$ cat src/rtl/draw_game_pkg.sv
// rtl/draw_game_pkg.sv - colour constants, tile palette and cell indexing shared by draw_game_pipe
package draw_game_pkg;

    localparam logic [5:0] COLOR_BLACK = 6'b000000;
    localparam logic [5:0] COLOR_WHITE = 6'b111111;
    localparam logic [5:0] COLOR_FG    = 6'b001111;
    localparam logic [5:0] COLOR_FLASH = 6'b100100;

    // Entry 0 is never drawn: a zero tile has no glyph pixels.
    localparam logic [5:0] TILE_PALETTE [16] = '{
        6'b000000, 6'b111110, 6'b111101, 6'b111000,
        6'b110100, 6'b110000, 6'b110001, 6'b111100,
        6'b101100, 6'b101000, 6'b100100, 6'b011100,
        6'b001100, 6'b001110, 6'b000111, 6'b010111
    };

    function automatic logic [5:0] CELL_IDX(
        input logic [2:0]  row,
        input logic [2:0]  col,
        input int unsigned n
    );
        return 6'(32'(row) * n + 32'(col));
    endfunction

endpackage

$ cat src/rtl/draw_game_flash.sv
// rtl/draw_game_flash.sv - per-cell flash counters, restarted when a newly applied grid changes a cell
module draw_game_flash #(
    parameter int GRID_N       = 4,
    parameter int FLASH_FRAMES = 8
) (
    input  logic                       clk,
    input  logic                       rst_n,
    input  logic                       frame_start,
    input  logic                       apply,
    input  logic [GRID_N*GRID_N*4-1:0] old_grid,
    input  logic [GRID_N*GRID_N*4-1:0] new_grid,
    output logic [GRID_N*GRID_N*4-1:0] counters
);

    localparam int         CELLS      = GRID_N * GRID_N;
    localparam logic [3:0] FLASH_INIT = 4'(FLASH_FRAMES);

    always_ff @(posedge clk or negedge rst_n) begin
        if (!rst_n) begin
            counters <= '0;
        end else if (frame_start) begin
            for (int i = 0; i < CELLS; i++) begin
                // A restart replaces that frame's decrement.
                if (apply && new_grid[i*4 +: 4] != old_grid[i*4 +: 4] && new_grid[i*4 +: 4] != 4'd0) begin
                    counters[i*4 +: 4] <= FLASH_INIT;
                end else if (counters[i*4 +: 4] != 4'd0) begin
                    counters[i*4 +: 4] <= counters[i*4 +: 4] - 4'd1;
                end
            end
        end
    end

endmodule

$ cat src/rtl/draw_numbers.sv
// rtl/draw_numbers.sv - tile glyph: the four value bits drawn as bars, MSB leftmost
module draw_numbers (
    input  logic [3:0] value,
    input  logic [5:0] x_off,
    input  logic [5:0] y_off,
    output logic       pixel
);

    always_comb begin
        pixel = 1'b0;
        if (y_off >= 6'd24 && y_off <= 6'd39) begin
            for (int i = 0; i < 4; i++) begin
                if (x_off >= 6'(8 + 12 * i) && x_off <= 6'(15 + 12 * i) && value[3 - i]) begin
                    pixel = 1'b1;
                end
            end
        end
    end

endmodule

$ cat src/rtl/draw_game_pipe.sv
// rtl/draw_game_pipe.sv - double-buffered 2048 board renderer with flashing tiles, 2-cycle pixel pipe
// Optional per-value glyph colours: DRAW_GAME_TILE_COLORS_EN.
module draw_game_pipe
    import draw_game_pkg::*;
#(
    parameter int GRID_N       = 4,
    parameter int CELL_LOG2    = 6,
    parameter int ORIGIN_X     = 128,
    parameter int ORIGIN_Y     = 128,
    parameter int FLASH_FRAMES = 8
) (
    input  logic                       clk,
    input  logic                       rst_n,
    input  logic [GRID_N*GRID_N*4-1:0] grid_in,
    input  logic                       grid_load,
    input  logic                       frame_start,
    input  logic                       video_active,
    input  logic [9:0]                 x,
    input  logic [9:0]                 y,
    output logic [5:0]                 rrggbb
);

    localparam int          GW       = GRID_N * GRID_N * 4;
    localparam int          IDX_W    = $clog2(GRID_N * GRID_N);
    localparam int          BOARD_PX = GRID_N << CELL_LOG2;
    localparam logic [11:0] X_LO     = 12'(ORIGIN_X);
    localparam logic [11:0] X_HI     = 12'(ORIGIN_X + BOARD_PX);
    localparam logic [11:0] Y_LO     = 12'(ORIGIN_Y);
    localparam logic [11:0] Y_HI     = 12'(ORIGIN_Y + BOARD_PX);
    localparam logic [9:0]  OX       = 10'(ORIGIN_X);
    localparam logic [9:0]  OY       = 10'(ORIGIN_Y);

    logic [GW-1:0] shadow;
    logic [GW-1:0] display;
    logic [GW-1:0] next_display;
    logic [GW-1:0] counters;
    logic          pending;
    logic          apply;

    // A load in the same cycle as frame_start goes straight to the display.
    assign apply        = frame_start && (pending || grid_load);
    assign next_display = grid_load ? grid_in : shadow;

    always_ff @(posedge clk or negedge rst_n) begin
        if (!rst_n) begin
            shadow  <= '0;
            display <= '0;
            pending <= 1'b0;
        end else begin
            if (grid_load && !frame_start) begin
                shadow  <= grid_in;
                pending <= 1'b1;
            end
            if (apply) begin
                display <= next_display;
                pending <= 1'b0;
            end
        end
    end

    draw_game_flash #(
        .GRID_N       (GRID_N),
        .FLASH_FRAMES (FLASH_FRAMES)
    ) u_flash (
        .clk         (clk),
        .rst_n       (rst_n),
        .frame_start (frame_start),
        .apply       (apply),
        .old_grid    (display),
        .new_grid    (next_display),
        .counters    (counters)
    );

    // Stage 1: board-relative coordinates, cell address and outline detection.
    logic [9:0]           bx;
    logic [9:0]           by;
    logic [CELL_LOG2-1:0] x_off;
    logic [CELL_LOG2-1:0] y_off;
    logic                 in_board_c;
    logic                 outline_c;

    assign bx         = x - OX;
    assign by         = y - OY;
    assign x_off      = bx[CELL_LOG2-1:0];
    assign y_off      = by[CELL_LOG2-1:0];
    assign in_board_c = video_active
                        && {2'b00, x} >= X_LO && {2'b00, x} < X_HI
                        && {2'b00, y} >= Y_LO && {2'b00, y} < Y_HI;
    assign outline_c  = x_off == '0 || x_off == '1 || y_off == '0 || y_off == '1;

    logic       s1_in_board;
    logic       s1_outline;
    logic [2:0] s1_col;
    logic [2:0] s1_row;
    logic [5:0] s1_gx;
    logic [5:0] s1_gy;

    always_ff @(posedge clk or negedge rst_n) begin
        if (!rst_n) begin
            s1_in_board <= 1'b0;
            s1_outline  <= 1'b0;
            s1_col      <= '0;
            s1_row      <= '0;
            s1_gx       <= '0;
            s1_gy       <= '0;
        end else begin
            s1_in_board <= in_board_c;
            s1_outline  <= outline_c;
            s1_col      <= 3'(bx >> CELL_LOG2);
            s1_row      <= 3'(by >> CELL_LOG2);
            s1_gx       <= x_off[CELL_LOG2-1 -: 6];
            s1_gy       <= y_off[CELL_LOG2-1 -: 6];
        end
    end

    // Stage 2: cell lookup, glyph and colour priority.
    logic [IDX_W-1:0] cell_idx;
    logic [3:0]       s2_value;
    logic [3:0]       s2_count;
    logic             glyph;
    logic [5:0]       fg;
    logic [5:0]       pix_next;

    assign cell_idx = IDX_W'(CELL_IDX(s1_row, s1_col, GRID_N));
    assign s2_value = display[{cell_idx, 2'b00} +: 4];
    assign s2_count = counters[{cell_idx, 2'b00} +: 4];

    draw_numbers u_numbers (
        .value (s2_value),
        .x_off (s1_gx),
        .y_off (s1_gy),
        .pixel (glyph)
    );

`ifdef DRAW_GAME_TILE_COLORS_EN
    assign fg = TILE_PALETTE[s2_value];
`else
    assign fg = COLOR_FG;
`endif

    always_comb begin
        pix_next = COLOR_BLACK;
        if (!s1_in_board) begin
            pix_next = COLOR_BLACK;
        end else if (s1_outline) begin
            pix_next = COLOR_WHITE;
        end else if (glyph) begin
            pix_next = fg;
        end else if (s2_count != 4'd0 && s2_count[0]) begin
            pix_next = COLOR_FLASH;
        end
    end

    always_ff @(posedge clk or negedge rst_n) begin
        if (!rst_n) begin
            rrggbb <= COLOR_BLACK;
        end else begin
            rrggbb <= pix_next;
        end
    end

endmodule

$ cat config.mk
export PLATFORM = sky130hd
export DESIGN_NAME = draw_game_pipe
export DESIGN_NICKNAME = d
export VERILOG_FILES = /design/src/rtl/draw_game_pkg.sv /design/src/rtl/draw_game_flash.sv /design/src/rtl/draw_numbers.sv /design/src/rtl/draw_game_pipe.sv
export SDC_FILE = /design/constraint.sdc
export NUM_CORES = 1
export LEC_CHECK = 0
export BUFFER_PORTS_ARGS = -buffer_cell sky130_fd_sc_hd__buf_4
export CORE_UTILIZATION = 45
export DETAILED_ROUTE_END_ITERATION = 12
export PLACE_DENSITY = 0.74
export SLEW_MARGIN = 30
export SYNTH_ARGS = -nofsm -noshare
export SYNTH_HDL_FRONTEND = slang
export SYNTH_HIERARCHICAL = 1
export SYNTH_SLANG_ARGS = --single-unit
$ cat constraint.sdc
create_clock -name clk -period 2.4 [get_ports clk]
set_input_delay 0.12 -clock clk [delete_from_list [all_inputs] [get_ports clk]]
set_output_delay 0.12 -clock clk [all_outputs]
set_load 0.05 [all_outputs]
==> results of run 1 <==
[per-layer routing]
layer | track usage | vias to the layer above
li1 | - | 4232
met3 | 0.04125 | 59
met2 | 0.3797 | 261
met4 | 0.06500 | 0
met1 | 0.2942 | 4525
met5 | 0 | -
[flip-flops by register name (all words and copies together) (netlist names)]
register / count
shadow: 64
s1_gy: 3
s1_row: 2
s1_gx: 4
rrggbb: 4
s1_col: 3
display: 64
s1_in_board: 1
s1_outline: 1
u_flash/counters: 64
pending: 1
[power groups by stage]
| stage | Clock, mW | Combinational (mW) | Sequential (mW) |
|---|---|---|---|
| 4_1_cts | 3.45 | 3.93 | 5.20 |
| 3_3_place_gp | 0 | 3.61 | 5.21 |
| 2_1_floorplan | 0 | 2.92 | 4.99 |
| 6_report | 3.40 | 3.98 | 5.21 |
| 5_1_grt | 3.61 | 4.44 | 5.34 |
| 3_5_place_dp | 0 | 3.78 | 5.23 |
[cells in the final DEF (no fill, tap or decap), drive strengths merged, types with 2 or more instances in the layout]
cell type,n
a211o,16
a211oi,14
a21oi,38
a221o,16
a22oi,17
a2bb2oi,22
a31oi,2
a41oi,2
and3,20
and4,2
buf,122
clkbuf,33
clkinv,4
clkinvlp,2
dfrtp,211
dlygate4sd3,81
ha,33
inv,52
mux2,128
mux2i,8
mux4,18
nand2,229
nand2b,4
nand3b,2
nand4,18
nor2,21
nor2b,7
nor3,30
nor3b,6
nor4,17
o21ai,2
or3b,16
or4,2
or4b,16
xnor2,66
[through the flow]
step / power [mW] / instance area (sq um) / util / instances / setup TNS [ns]
floorplan: 7.905 / 11630 / - / 1092 / 0
global placement: 8.819 / 12780 / 0.5060 / 1492 / -0.04696
detailed placement: 9.019 / 12780 / 0.5060 / 1492 / -0.1169
CTS: 12.58 / 14390 / 0.5697 / 1615 / -0.02718
global route: 13.40 / 14420 / 0.5709 / 1616 / -0.3637
finish: 12.59 / 14420 / 0.5709 / 1616 / -0.1176
[critical path: cells and delay by family (launching register included)]
family                 cells  cell delay [ns]
AO/OA/AOI/OAI              5             0.72
buffers and inverters      2             0.26
flip-flops                 1             0.44
multiplexers               2             0.72
AND/OR/NAND/NOR            2             0.22
[path summary, 6_finish.rpt]
kind                                              from                      to  slack [ns]  depth (start not counted)
worst max-delay path               s1_col[0]$_DFF_PN0_     rrggbb[2]$_DFF_PN0_       -0.06                         11
max in group asynchronous                        rst_n  shadow[54]$_DFFE_PN0P_        1.48                          3
min in group asynchronous                        rst_n  shadow[13]$_DFFE_PN0P_        0.15                          2
worst max register to register     s1_col[0]$_DFF_PN0_     rrggbb[2]$_DFF_PN0_       -0.06                         11
worst min register to register  shadow[16]$_DFFE_PN0P_  shadow[16]$_DFFE_PN0P_        0.48                          1
worst min-delay path                       frame_start     pending$_DFFE_PN0P_        0.07                          2
[repair_timing]
| action | in CTS | in global routing |
|---|---|---|
| hold buffers | 81 | 0 |
| cloned | 1 | 0 |
| setup buffers | 2 | 1 |
| setup endpoints to repair | 2 | 3 |
| gates resized for setup | 10 | 7 |
| endpoints found under the hold margin | 132 | 0 |
| pin swaps | 6 | 9 |
[area by class of cell]
| class | count | area [sq um] |
|---|---|---|
| Inverter | 52 | 195.2 |
| Clock inverter | 7 | 65.06 |
| Multi-Input combinational cell | 780 | 5954 |
| Fill cell | 2018 | 10840 |
| Tap cell | 330 | 412.9 |
| Clock buffer | 32 | 649.4 |
| Timing Repair Buffer | 204 | 1859 |
| Sequential cell | 211 | 5281 |
==> results by group, run 1 <==
Critical path
  – Crit-path slowest cell: mux4_1
  – Crit-path cells: buf_6 > buf_16 > mux4_1 > mux2i_1 > a21oi_1 > nor3_2 > a31oi_1 > o2111a_1 > o21a_1 > a41oi_2 > nand2_1
  – Setup crit end kind: flop
  – Max incr delay on CP: 0.53 ns
  – CP required: 2.78 ns
  – Setup CP Type: reg2reg
  – Crit path DAT: 2.85 ns
  – Critical Path Source Type: flop
  – Worst-path maximum fanout: 6

STA
  – Max-slew headroom: 0.5447
  – RSZ-0062 raised after global routing: true
  – Setup-failing EPs final: 2
  – Final Skew: 0.008657 ns
  – Worst hold slack: 0.07465 ns
  – Final Cycle Share: 1.027
  – Max Slew Vio Count: 0
  – Hold Vio Cnt, Final: 0
  – Worst Slack Setup Final: -0.06395 ns
  – Actual slew at the worst max-slew pin: 0.6829 ns
  – Max Clock Freq: 405.9 MHz
  – Min cycle time layout: 2.464 ns

Route
  – Post-route ant nets: 0
  – Drt total wl: 28980 um
  – Max Used Layer: met4
  – Detailed-route via count: 9077
  – Routed wl met3: 1707 um
  – Drt drc: 0
  – TritonRoute pass-1 iters: 5
  – Vias per cell: 5.617
  – Routed WL per cell: 17.93 um
  – Metal-1 WL: 12540 um
  – Initial DRC Count: 554
  – Routed met2 length: 14010 um

Status
  – Violated checks: setup timing
  – Status: finished with violations

Pwr
  – Leakage: 6.526 nW
  – Pint: 8.419 mW
  – Sequential power share: 0.414
  – Power share of the clock group: 0.270
  – Net switching power: 4.171 mW
  – Worst VDD drop: 0.5525 mV
  – PD cells: 873.2 nW/um^2
  – Combinational fraction of design power: 0.316
  – Net Sw Frac: 0.3313

Place
  – Placement Setup Slack: -0.1049 ns
  – GP Congestion: 0.8484
  – Port Buffers: 94
  – Hpwl dp: 19310 um

Clocking
  – H-Tree Depth: 1
  – Clk_lat worst skew: 0.50 ns
  – CTS root buffer: clkbuf_16
  – Clk sinks: 211
  – Clock buffers created by TritonCTS: 23
  – Clock tree buffer depth: 3
  – CTS tree: yes
  – Clock slew at reported path FFs: 0.06 ns

Floorplanning
  – Die Height: 162.8 um
  – Core Footprint: 25250 sq um
  – Num rows: 58
  – Initial cell density of the core: 0.4606
  – I/O Pins: 95
  – Die ar.: 26490 sq um
  – Width of the chip: 162.8 um

Global routing
  – Vias in the first global route: 9293
  – Total gr overflow: 0
  – Pin count of the biggest net entering global routing: 68
  – Total GRT Usage: 0.2250
  – Global-route wire length before repair: 47290 um
  – Initial antenna violation count: 0

Synthesis
  – Cells after Synth: 1092
  – Post-synthesis cell area: 11630 sq um
  – YS warnings: 6
  – Syn Nets: 1214
  – Mapped Avg Cell Area: 10.65 sq um

Finish
  – Antenna cells: 0
  – Fraction of final layout cells sized beyond drive strength 1: 0.1594
  – Layout area overhead: 23.96%
  – Final #Nets: 1394

Worst hold path
  – Worst min-delay path class: in2reg

Run
  – Max_cap viols: 0
Note: power is estimated with default switching activity, not from simulation.
==> inputs of run 2 (changes only) <==
--- a/config.mk
+++ b/config.mk
@@ -5,10 +5,12 @@
 export SDC_FILE = /design/constraint.sdc
 export NUM_CORES = 1
 export LEC_CHECK = 0
-export BUFFER_PORTS_ARGS = -buffer_cell sky130_fd_sc_hd__buf_4
-export CORE_UTILIZATION = 45
+export CELL_PAD_IN_SITES_DETAIL_PLACEMENT = 1
+export CELL_PAD_IN_SITES_GLOBAL_PLACEMENT = 2
+export CORE_UTILIZATION = 38
 export DETAILED_ROUTE_END_ITERATION = 12
-export PLACE_DENSITY = 0.74
+export DONT_BUFFER_PORTS = 1
+export PLACE_DENSITY = 0.85
 export SLEW_MARGIN = 30
 export SYNTH_ARGS = -nofsm -noshare
 export SYNTH_HDL_FRONTEND = slang
==> run 2 against run 1 <==
Critical path depth did not move. Non-clock buffer count fell by 84. Worst hold slack got worse by 0.77 ns. Utilization fell by 11 points. Clock power rose by 6.5%. Largest cell class unchanged. Register-to-register slack barely moved. Worst setup slack improved by 0.00080 ns. Combinational power fell by 2%. First-iteration DRC count fell by 11%. The run ends with hold timing, setup timing left. Highest routed layer unchanged. Clock skew barely moved.
==> results by group, run 2 (synthesis results as in run 1) <==
STA
  – Max Clock Freq: 406.0 MHz
  – Final Skew: 0.008215 ns
  – Final Cycle Share: 1.026
  – RSZ-0062 raised after global routing: true
  – Max-slew headroom: 0.4591
  – Actual slew at the worst max-slew pin: 0.8086 ns
  – Max Slew Vio Count: 0
  – Worst Slack Setup Final: -0.06315 ns
  – Min cycle time layout: 2.463 ns
  – TNS Setup: -0.09994 ns
  – Setup-failing EPs final: 2
  – Hold Vio Cnt, Final: 211
  – Worst hold slack: -0.6961 ns

Floorplanning
  – Initial cell density of the core: 0.3893
  – Width of the chip: 177.0 um
  – Core Footprint: 29870 sq um
  – I/O Pins: 95
  – Die ar.: 31310 sq um
  – Num rows: 63
  – Die Height: 177.0 um

Critical path
  – Setup crit end kind: flop
  – Setup CP Type: reg2reg
  – Worst-path maximum fanout: 3
  – Critical Path Source Type: flop
  – Crit path DAT: 2.87 ns
  – CP required: 2.81 ns

Finish
  – Most frequent cells in the layout: 229 x nand2_1, 210 x dfrtp_1, 128 x mux2_1
  – Area of the multi-input gates: 5936 sq um
  – Layout area overhead: 19.28%
  – Layout filler cell count: 3210
  – Fraction of final layout cells sized beyond drive strength 1: 0.09370
  – Top Registers: display: 64 flops, shadow: 64 flops, u_flash/counters: 64 flops
  – Most common cell after layout, fill and taps aside: nand2_1
  – Register area: 5281 sq um
  – Final #Nets: 1311

Route
  – Post-route ant nets: 0
  – Initial DRC Count: 493
  – Drt total wl: 34210 um
  – TritonRoute pass-1 iters: 6
  – Detailed-route via count: 8957
  – Routed WL per cell: 21.42 um
  – Vias per cell: 5.609
  – Drt drc: 0

Status
  – Status: finished with violations
  – Violated checks: hold timing, setup timing

Clocking
  – Clock slew at reported path FFs: 0.06 ns
  – Clk sinks: 211
  – CTS tree: yes
  – Clock tree buffer depth: 3
  – Clock buffers created by TritonCTS: 24
  – Clk_lat worst skew: 0.52 ns
  – CTS root buffer: clkbuf_16
  – H-Tree Depth: 1

Place
  – Placement Setup Slack: -0.1634 ns
  – GP Congestion: 0.7940
  – Port Buffers: 0
  – Hpwl dp: 20800 um

Global routing
  – Pin count of the biggest net entering global routing: 212
  – Initial antenna violation count: 1
  – Total gr overflow: 0
  – Vias in the first global route: 9872
  – Total GRT Usage: 0.2240
  – Global-route wire length before repair: 55100 um

Pwr
  – PD cells: 925.3 nW/um^2
  – Leakage: 6.113 nW
  – Worst VDD drop: 0.6458 mV
  – Design Power: 12.84 mW

Worst hold path
  – Worst min-delay path class: in2async

Run
  – Max_cap viols: 0
-- run 2: metal layers --
layer | up-vias | share of wire | global-route usage
li1 | 4064 | - | -
met1 | 4650 | 0.45 | 0.2980
met2 | 190 | 0.50 | 0.3812
met3 | 53 | 0.036 | 0.02749
met4 | 0 | 0.022 | 0.06430
met5 | - | 0 | 0
-- run 2: what timing repair did --
item / 4_1_cts / 5_1_grt
pin swaps: 9 / 2
setup buffers: 4 / 0
hold endpoints to repair: 416 / 212
hold buffers: 93 / 1
endpoints found under the setup margin: 2 / 3
gates resized for setup: 12 / 4
-- run 2: final timing paths --
path	start	end	slack [ns]	cells after the start
max in group asynchronous	rst_n	shadow[24]$_DFFE_PN0P_	2.64	0
setup reg to reg	s1_col[0]$_DFF_PN0_	rrggbb[2]$_DFF_PN0_	-0.06	11
hold reg to reg	shadow[4]$_DFFE_PN0P_	shadow[4]$_DFFE_PN0P_	0.48	1
min in group clk	grid_load	display[50]$_DFFE_PN0P_	0.02	3
hold / removal	rst_n	shadow[20]$_DFFE_PN0P_	-0.70	0
setup / recovery	s1_col[0]$_DFF_PN0_	rrggbb[2]$_DFF_PN0_	-0.06	11
-- run 2: final cells by class --
type                    count  share of cell area
clock inverters             3            0.001082
multi-input cells         780              0.4278
inverters                  52             0.01407
diodes                      1           0.0001804
repair buffers            120             0.08676
flip-flops and latches    211              0.3807
clock buffers              40             0.05420
well taps                 390             0.03517
-- run 2: worst max-delay path, cell delays in order (launching register included) --
cell and delay, ns:
dfrtp_2 0.41, buf_6 0.12, mux4_2 0.50, nor2b_4 0.14
a211oi_2 0.24, a21oi_1 0.07, a21bo_1 0.20, o211ai_2 0.08
o2111a_1 0.17, o21a_1 0.20, a41oi_2 0.15, nand2_1 0.07
-- run 2: per-stage QoR --
stage,utilization,std cells,instance area [sq um]
final,0.4644,1597,13870
after global routing,0.4644,1597,13870
after CTS,0.4636,1595,13850
after detailed placement,0.4032,1455,12050
after global placement,0.4032,1455,12050
after floorplan,-,1092,11630
-- run 2: power breakdown --
| part | total [mW] | switching, mW | internal, mW | leakage (nW) |
|---|---|---|---|---|
| Sequential | 5.30 | 0.866 | 4.43 | 2.55 |
| Clock | 3.62 | 1.50 | 2.12 | 0.380 |
| Combinational | 3.92 | 1.99 | 1.93 | 3.18 |
| Total | 12.8 | 4.35 | 8.49 | 6.11 |
==> inputs of run 3 (changes only) <==
--- a/config.mk
+++ b/config.mk
@@ -7,6 +7,7 @@
 export LEC_CHECK = 0
 export CELL_PAD_IN_SITES_DETAIL_PLACEMENT = 1
 export CELL_PAD_IN_SITES_GLOBAL_PLACEMENT = 2
+export CORE_MARGIN = 2
 export CORE_UTILIZATION = 38
 export DETAILED_ROUTE_END_ITERATION = 12
 export DONT_BUFFER_PORTS = 1
==> run 3 against run 2 <==
The run still ends with hold timing, setup timing left. Non-clock buffer count increased by 2. Global-route usage fell by 0.77 points. Maximum frequency is 0.80% lower. Sequential share of layout area decreased by 0.36 points. Utilization shrank 0.29 points. Sequential cell count is the same. Sequential power about the same. Combinational power is essentially flat. Power increased by 2.2%. Wire length is 0.96% lower. Clock power increased by 8.0%. Clock-buffer cell count shrank 4. Critical path type unchanged. Largest cell class unchanged.
==> results by group, run 3 (synthesis results as in run 1) <==
Place
  – Placement Setup Slack: -0.1500 ns
  – Post-DP Area: 12070 sq um
  – Port Buffers: 0
  – GP Congestion: 0.8197
  – Placed cell count: 1462
  – Hpwl dp: 21030 um

Floorplanning
  – Num rows: 64
  – Initial cell density of the core: 0.3832
  – Width of the chip: 179.0 um
  – Die ar.: 32020 sq um
  – Core Footprint: 30350 sq um
  – I/O Pins: 95
  – Die Height: 179.0 um

Global routing
  – Total gr overflow: 0
  – Pin count of the biggest net entering global routing: 212
  – Vias in the first global route: 9772
  – Total GRT Usage: 0.2163
  – Initial antenna violation count: 1
  – Global-route wire length before repair: 54160 um

Critical path
  – Worst setup path startpoint: s1_col[0]$_DFF_PN0_
  – R2r startpoint: s1_col[0]$_DFF_PN0_
  – Setup CP Type: reg2reg
  – Setup crit end kind: flop
  – R2R Setup Slk: -0.08 ns
  – Reg2reg end: rrggbb[2]$_DFF_PN0_
  – R2r worst-path depth: 10
  – Critical Path Source Type: flop
  – Worst-path maximum fanout: 5
  – Crit path DAT: 2.88 ns
  – CP required: 2.80 ns

Clocking
  – Clock tree buffer depth: 3
  – Clk_lat worst skew: 0.52 ns
  – H-Tree Depth: 1
  – CTS tree: yes
  – CTS root buffer: clkbuf_16
  – Clock slew at reported path FFs: 0.06 ns
  – Clock buffers created by TritonCTS: 24
  – Cts-stage hold buffer count: 97
  – Clk sinks: 211

Route
  – Drt total wl: 33880 um
  – Post-route ant nets: 0
  – Vias per cell: 5.562
  – TritonRoute pass-1 iters: 5
  – Initial DRC Count: 446
  – Routed WL per cell: 21.07 um
  – Detailed-route via count: 8943
  – Drt drc: 0

Pwr
  – Design Power: 13.11 mW
  – Leakage: 6.175 nW
  – Worst VDD drop: 0.5609 mV
  – PD cells: 936.3 nW/um^2

Finish
  – Most frequent cells in the layout: 229 x nand2_1, 210 x dfrtp_1, 128 x mux2_1
  – Most common cell after layout, fill and taps aside: nand2_1
  – Final #Nets: 1313
  – Layout area overhead: 20.42%
  – Fraction of final layout cells sized beyond drive strength 1: 0.09016
  – Top Registers: display: 64 flops, shadow: 64 flops, u_flash/counters: 64 flops
  – Final Instance Area: 14010 sq um
  – Post-layout util: 0.4615
  – Final Instance Count excl. Fillers: 1608

STA
  – Hold Vio Cnt, Final: 211
  – Worst Slack Setup Final: -0.08291 ns
  – Max Clock Freq: 402.8 MHz
  – Actual slew at the worst max-slew pin: 0.7895 ns
  – TNS Setup: -0.08291 ns
  – Min cycle time layout: 2.483 ns
  – RSZ-0062 raised after global routing: true
  – Max-slew headroom: 0.4719
  – Final Skew: 0.01163 ns
  – Setup-failing EPs final: 1
  – Final Cycle Share: 1.035
  – Worst hold slack: -0.6996 ns
  – Max Slew Vio Count: 0

Run
  – Max_cap viols: 0

Status
  – Status: finished with violations
  – Violated checks: hold timing, setup timing

Worst hold path
  – Worst min-delay path class: in2async
[run 3: cell types whose count changed in the layout (fill, tap and decap cells not counted), sizes merged]
cell | previous run | this run
buf | 28 | 27
clkinv | 3 | 2
inv | 52 | 53
clkinvlp | 0 | 2
bufinv | 0 | 3
dlygate4sd3 | 92 | 95
clkbuf | 40 | 36
diode | 1 | 3
[run 3: how the worst max path moves through the flow]
stage,depth (start not counted),end
detailed placement,10,rrggbb[2]$_DFF_PN0_
floorplan,12,rrggbb[2]$_DFF_PN0_
finish,10,rrggbb[2]$_DFF_PN0_
CTS,11,rrggbb[2]$_DFF_PN0_
global placement,10,rrggbb[2]$_DFF_PN0_
global route,11,rrggbb[2]$_DFF_PN0_
[run 3: timing repair]
item / CTS / global route
buffers inserted: 1 / 0
pin swaps: 4 / 6
gates cloned: 1 / 0
resized for setup: 8 / 3
endpoints found under the hold margin: 416 / 211
endpoints found under the setup margin: 3 / 3
[run 3: metal layers]
layer | vias to the layer above | global-route usage | part of all wire
li1 | 4089 | - | -
met2 | 159 | 0.3732 | 0.50
met4 | 0 | 0.07182 | 0.030
met5 | - | 0 | 0
met3 | 60 | 0.02629 | 0.033
met1 | 4635 | 0.2814 | 0.44
[run 3: area by class of cell]
class | instances | area, sq um
Fill cell | 3214 | 16340
Multi-Input combinational cell | 780 | 5939
Sequential cell | 211 | 5281
Timing Repair Buffer | 122 | 1246
Clock buffer | 36 | 716.9
Tap cell | 396 | 495.5
Inverter | 52 | 195.2
Clock inverter | 8 | 123.9
Antenna cell | 3 | 7.507
[run 3: critical path, cell delays in order, from the launching register on]
cell	delay (ns)
dfrtp_2	0.43
buf_12	0.15
mux4_1	0.57
a211oi_2	0.26
a21oi_1	0.07
a21bo_1	0.19
o211ai_2	0.08
o2111a_1	0.18
o21a_1	0.22
a41oi_2	0.15
nand2_1	0.07
[run 3: where the power goes]
group          internal (mW)  switching [mW]
registers               4.43           0.851
logic                   1.95            1.97
clock network           2.39            1.52
total                   8.77            4.34
